--- src/rtl/wb_regfile.sv ---
// wb_regfile: RV32I write-back result mux, 32x32 register file with write-through bypass, commit counter.
// Optional macro WB_RF_CLEAR_ON_RESET_EN: RST also clears the register array.
module wb_regfile #(
  parameter int XLEN   = 32,
  parameter int NREGS  = 32,
  parameter int ADDR_W = 5
) (
  input  logic              CLK,
  input  logic              RST,
  input  logic              RegWriteW,
  input  logic [2:0]        ResultSrcW,
  input  logic [XLEN-1:0]   ALUResultW,
  input  logic [XLEN-1:0]   ReadDataW,
  input  logic [ADDR_W-1:0] RdW,
  input  logic [XLEN-1:0]   ExtImmW,
  input  logic [XLEN-1:0]   PcTargetW,
  input  logic [XLEN-1:0]   PCPlus4W,
  input  logic [ADDR_W-1:0] A1,
  input  logic [ADDR_W-1:0] A2,
  output logic [XLEN-1:0]   RD1,
  output logic [XLEN-1:0]   RD2,
  output logic [XLEN-1:0]   ResultW,
  output logic [31:0]       WrCount
);
  logic [XLEN-1:0] regs [NREGS];
  logic [31:0]     wr_cnt;
  logic            wr_en;
  always_comb begin
    ResultW = ResultSrcW == 3'b000 ? ALUResultW :
              ResultSrcW == 3'b001 ? ReadDataW  :
              ResultSrcW == 3'b010 ? PCPlus4W   :
              ResultSrcW == 3'b011 ? ExtImmW    :
              ResultSrcW == 3'b100 ? PcTargetW  : '0;
    wr_en   = RegWriteW && RdW != '0;
    RD1     = A1 == '0 ? '0 : (wr_en && RdW == A1) ? ResultW : regs[A1];
    RD2     = A2 == '0 ? '0 : (wr_en && RdW == A2) ? ResultW : regs[A2];
  end
`ifdef WB_RF_CLEAR_ON_RESET_EN
  always_ff @(posedge CLK or posedge RST)
    if (RST)
      for (int i = 0; i < NREGS; i++) regs[i] <= '0;
    else if (wr_en)
      regs[RdW] <= ResultW;
`else
  // No reset on the array; x0 stays unwritten and is masked on read.
  always_ff @(posedge CLK)
    if (wr_en && !RST)
      regs[RdW] <= ResultW;
`endif
  always_ff @(posedge CLK or posedge RST)
    if (RST)
      wr_cnt <= '0;
    else if (wr_en)
      wr_cnt <= wr_cnt + 32'd1;
  assign WrCount = wr_cnt;
endmodule

--- config.mk ---
export PLATFORM = sky130hd
export DESIGN_NAME = wb_regfile
export DESIGN_NICKNAME = d
export VERILOG_FILES = /design/src/rtl/wb_regfile.sv
export SDC_FILE = /design/constraint.sdc
export NUM_CORES = 1
export LEC_CHECK = 0
export ABC_AREA = 1
export CELL_PAD_IN_SITES_DETAIL_PLACEMENT = 1
export CELL_PAD_IN_SITES_GLOBAL_PLACEMENT = 2
export CORE_MARGIN = 2
export CORE_UTILIZATION = 40
export CTS_CLUSTER_DIAMETER = 60
export DETAILED_ROUTE_END_ITERATION = 8
export MAX_ROUTING_LAYER = met4
export PLACE_DENSITY_LB_ADDON = 0.1
export SYNTH_ARGS = -nofsm -noshare
export SYNTH_HDL_FRONTEND = slang
export SYNTH_SLANG_ARGS = --single-unit
--- constraint.sdc ---
create_clock -name CLK -period 2.9 [get_ports CLK]
set_input_delay 0.29 -clock CLK [delete_from_list [all_inputs] [get_ports CLK]]
set_output_delay 0.29 -clock CLK [all_outputs]
set_load 0.02 [all_outputs]
### Yosys cells after proc, flatten, opt, wreduce, memory -nomap -nowiden

Memory sizes are Yosys's and may differ from the RTL's.
Cells that the tools add are included.

| cells by class | value |
|---|---|
| add/subtract/negate cells | 1 |
| equality and inequality tests | 6 |
| muxes and demuxes | 11 |
| reduce and logical (&&, ||, !) cells | 9 |

Operators with widths:

| cell | count |
|---|---|
| 32-bit two-way mux | 9 |
| 32-bit by 1-bit adder with 32-bit output, second input constant | 1 |
| 5-bit equality test | 2 |
| 5-bit zero test | 2 |
| 3-bit by 2-bit equality test with 1-bit output, second input constant | 2 |
| 5-bit nonzero test | 1 |
| 1-bit logical AND | 4 |
| 3-bit by 1-bit equality test with 1-bit output, second input constant | 1 |
| 3-bit equality test, second input constant | 1 |
| 3-bit zero test | 1 |
| 1-bit two-way mux | 2 |
| 1-bit zero test | 1 |

| word-level totals | value |
|---|---|
| flip-flop bits (word level) | 32 |
| RAM bits | 1,024 |
| input bits | 181 |
| output and inout bits | 128 |
| word-level logic and storage cells | 29 |
| memories kept | 1 |

Memory list:

| name | depth | width | rd ports | clocked after memory_dff | write ports | line | RTL |
|---|---|---|---|---|---|---|---|
| regs | 32 | 32 | 2 | 0 | 1 | 25 | `logic [XLEN-1:0] regs [NREGS];` |

### Depth between registers and ports, before layout

| depth | value |
|---|---|
| word-level depth | 8 |
| mapped depth | 14 |

### Least setup slack after synthesis

OpenSTA, ideal clock, no wires.

| timing | value |
|---|---|
| kind | input to register |
| from | input RdW[4] |
| to | memory regs[4][0] (enable) |
| library setup time | 461 ps |
| data arrival time | 3,253 ps |
| setup slack | -815 ps |
| stages | 9 |
| buffers on the path | 1 |
| cells stage by stage | buf_4 > clkinv_4 > nand2_4 > nor2_4 > nand2_2 > nand2_4 > nor2_1 > nand2_1 > nor3_1 |

| on the way | value |
|---|---|
| word-level cells in the longest chain between the ends | 5 |

Ends and longest elaborated chain:

| item | line | RTL |
|---|---|---|
| from (decl) | 14 | `input logic [ADDR_W-1:0] RdW,` |
| 5-bit nonzero test | 34 | `wr_en = RegWriteW && RdW != '0;` |
| 1-bit logical AND | 34 |  |
| 1-bit logical AND | 47 | `if (wr_en && !RST)` |
| 1-bit two-way mux | 47 |  |
| 1-bit two-way mux (implied by the code) | 48 | `regs[RdW] <= ResultW;` |
| to (decl) | 25 |  |

Parallel ways exist; a longest one is shown, timed or not.

### Worst setup path after layout

| timing | value |
|---|---|
| from | input ResultSrcW[1] |
| to | output ResultW[10] |

| on the way | value |
|---|---|
| word-level cells in the longest chain between the ends | 6 |
| elaborated cells on any way between the ends | 10 |

Ends and longest elaborated chain:

| item | line | RTL |
|---|---|---|
| from (decl) | 11 | `input logic [2:0] ResultSrcW,` |
| 3-bit equality test | 33 | `ResultSrcW == 3'b100 ? PcTargetW : '0;` |
| 32-bit two-way mux | 33 |  |
| 32-bit two-way mux | 32 | `ResultSrcW == 3'b011 ? ExtImmW :` |
| 32-bit two-way mux | 31 | `ResultSrcW == 3'b010 ? PCPlus4W :` |
| 32-bit two-way mux | 30 | `ResultSrcW == 3'b001 ? ReadDataW :` |
| 32-bit two-way mux (*) | 29 | `ResultW = ResultSrcW == 3'b000 ? ALUResultW :` |
| to (decl) | 22 | `output logic [XLEN-1:0] ResultW,` |

Every way passes the cells marked *; elsewhere a longest branch is shown, timed or not.

==> impl_metrics.yaml <==
setup_path:
  setup.worst_path.start_class: "primary input"
  critPathRequiredTime_ns: 2.61
  crit_arrival_ns: 2.54
  crit_type: "in2out"
  r2r_cells: 10
  crit_path_end_kind: "primary output"
  path_max_fanout: 22
routing:
  vias: 51584
  wl_mm: 245
  wl_per_cell_um: 28.2
  drt_first_pass_iters: 6
  initialDrtViolationCount: 5252
  ant_nets: 0
  drc_errors: 0
  vias_per_cell: 5.93
floorplan:
  start_util_pct: 40.2
  ios: 309
  dieHeight_um: 375
  core-area_um2: 137000
  placementRows: 136
  dieArea_um2: 141000
  die-width_um: 375
synthesis:
  synth_seq_cells: 1056
  ys.flop_type: "edfxtp_1"
  synth.distinct_cells: 35
  synth_area_leaders: "edfxtp_1, nand3_1, nand2_1"
  syn_avg_cell_area_um2: 8.63
  synth_top_area_cell: "edfxtp_1"
  syn_inst: 6387
  ys_seq_area_share_pct: 57.2
  synth_edf_count: 1024
  synth_area_um2: 55100
  ys_async_sr_fraction_pct: 3.03
  yosysWarnings: 0
  yosys.area.top_type_share_pct: 55.8
sta:
  max_freq_ghz: 0.354
  fin_crit_sh_pct: 97.5
  setup_slack_ns: 0.0713
  slew_viol_final: 0
  setup_viol: 0
  finalHoldViolations: 0
  tightest_slew_ns: 0.577
  slew_headroom_pct: 61.5
  finalCriticalPeriod_ns: 2.83
  setup_tns_ns: 0
  final.setup_skew_ns: 0.0109
power:
  pwr_density_cell_nw_per_um2: 572
  vdd_drop_max_mv: 0.625
  p_leak_nw: 27.4
final_layout:
  layout-drive-gt1-share_pct: 10.2
  final-seq-area_um2: 31600
  fin_nets: 6984
  multiInputGateArea_um2: 20800
  area_growth_syn_to_layout_pct: 24.0
  final_common_cell: "nand2_1"
  fill_cells: 15622
  final_cell_mix: "nand2_1, nand3_1, edfxtp_1, buf_4, inv_1"
global_routing:
  grt_start_max_net_pins: 86
  grt_util_all_layers_pct: 35.5
  antenna_found_initial: 7
  grt.overflow.total: 0
  grt_pass1_wl_mm: 358
  grt_pass1_vias: 52885
flow_run:
  maxCapViolations: 0
placement:
  numPortBuffers: 308
  pre_cts_ws_ns: -0.223
  dp_hpwl_mm: 153
  place_congestion: 0.883
clock_network:
  cts_hold_buf: 0
  cts.path.max_buffers: 3
  clockRootBuffer: "clkbuf_16"
  clk_pin_slew_ns: 0.06
  cts_tree: "yes"
  numCtsBuffers: 130
  clk_latency_ns: 0.78
  cts_sinks: 1056
  htreeDepth: 4
min_path:
  hp-class: "in2async"
outcome:
  status: "completed"
## area by class of cell
class                   instances  area share [%]
inverters                     236            1.37
well taps                    1794            3.28
multi-input cells            4644            30.5
clock inverters                67           0.882
diodes                          3          0.0110
flip-flops and latches       1056            46.2
repair buffers                734            12.8
clock buffers                 160            5.05
## per-layer routing
metal / part of all wire (%) / global-route usage (%) / wire length [um] / vias up
li1: - / - / - / 22760
met1: 40 / 44.7 / 99300 / 26169
met2: 47 / 57.0 / 117000 / 2121
met3: 7.4 / 5.60 / 18200 / 534
met4: 4.6 / 14.7 / 11300 / 0
met5: 0 / - / 0 / -
## registers in the layout, indices dropped and copies added, names as in the netlist
name / flops
WrCount: 32
regs: 1024
## through the flow
stage | instance area [um2] | total power, W | std cells | utilization, % | hold slack [ns]
4_1_cts | 68300 | 0.0392 | 8691 | 49.8 | 0.111
5_1_grt | 68300 | 0.0403 | 8694 | 49.8 | 0.166
2_1_floorplan | 55300 | 0.0205 | 6418 | - | 0.406
3_3_place_gp | 64300 | 0.0234 | 8463 | 46.9 | 0.485
6_report | 68300 | 0.0391 | 8694 | 49.8 | 0.115
3_5_place_dp | 64300 | 0.0235 | 8463 | 46.9 | 0.492
## worst max-delay path, cell delays in order
cell	delay, ns
clkdlybuf4s50_1	0.53
inv_1	0.07
nor2_2	0.16
buf_12	0.19
buf_4	0.15
nand3_1	0.08
nand2_1	0.14
a21oi_2	0.07
nand3_1	0.09
buf_4	0.15
clkdlybuf4s50_1	0.61
## cell usage after synthesis (2+ instances only)
cell         n
or2_2        9
nand4_1      8
buf_6        9
buf_1       58
clkbuf_1   145
nor2_4       2
nand2_4      3
nand3_1   1939
xnor2_1     11
o21ai_0    145
inv_2        8
inv_1      227
nor3_1       8
dfrtp_1     32
nand2_2      2
nand2_1   2155
buf_4       33
nor4_1       2
o21ai_1      4
nor2_2       2
xor2_1      20
nor3_2       6
edfxtp_1  1024
nor2_1     189
nand3_2      2
buf_2      237
a21oi_1     97
o211ai_1     3
## path summary, 6_finish.rpt
path                                    start      endpoint  slack (ns)
worst min-delay path                      RST   WrCount[21]        0.11
min in group CLK                ReadDataW[26]  regs[24][26]        0.39
worst max register to register     WrCount[0]   WrCount[26]        0.90
worst min register to register    WrCount[30]   WrCount[30]        0.50
worst max-delay path            ResultSrcW[1]   ResultW[10]        0.07
max in group asynchronous                 RST    WrCount[2]        2.46
## logic make-up after synthesis
logic type / share of synthesized area, %
AO/OA/AOI/OAI: 2.27
AND/OR/NAND/NOR: 34.2
other: 0.00680
flip-flops: 57.2
adder cells (fa/ha/maj): 0.0227
XOR/XNOR: 0.492
buffers and inverters: 5.78
## where the power goes
group,internal [W],switching (W)
registers,0.0172,0.000149
logic,0.00198,0.00385
clock network,0.00931,0.00666
## what timing repair did
item | CTS | global route
buffers inserted | 1 | 0
setup endpoints to repair | 68 | 25
pin swaps | 1 | 0
resized for setup | 76 | 27
Power figures use the tool's default switching activity.
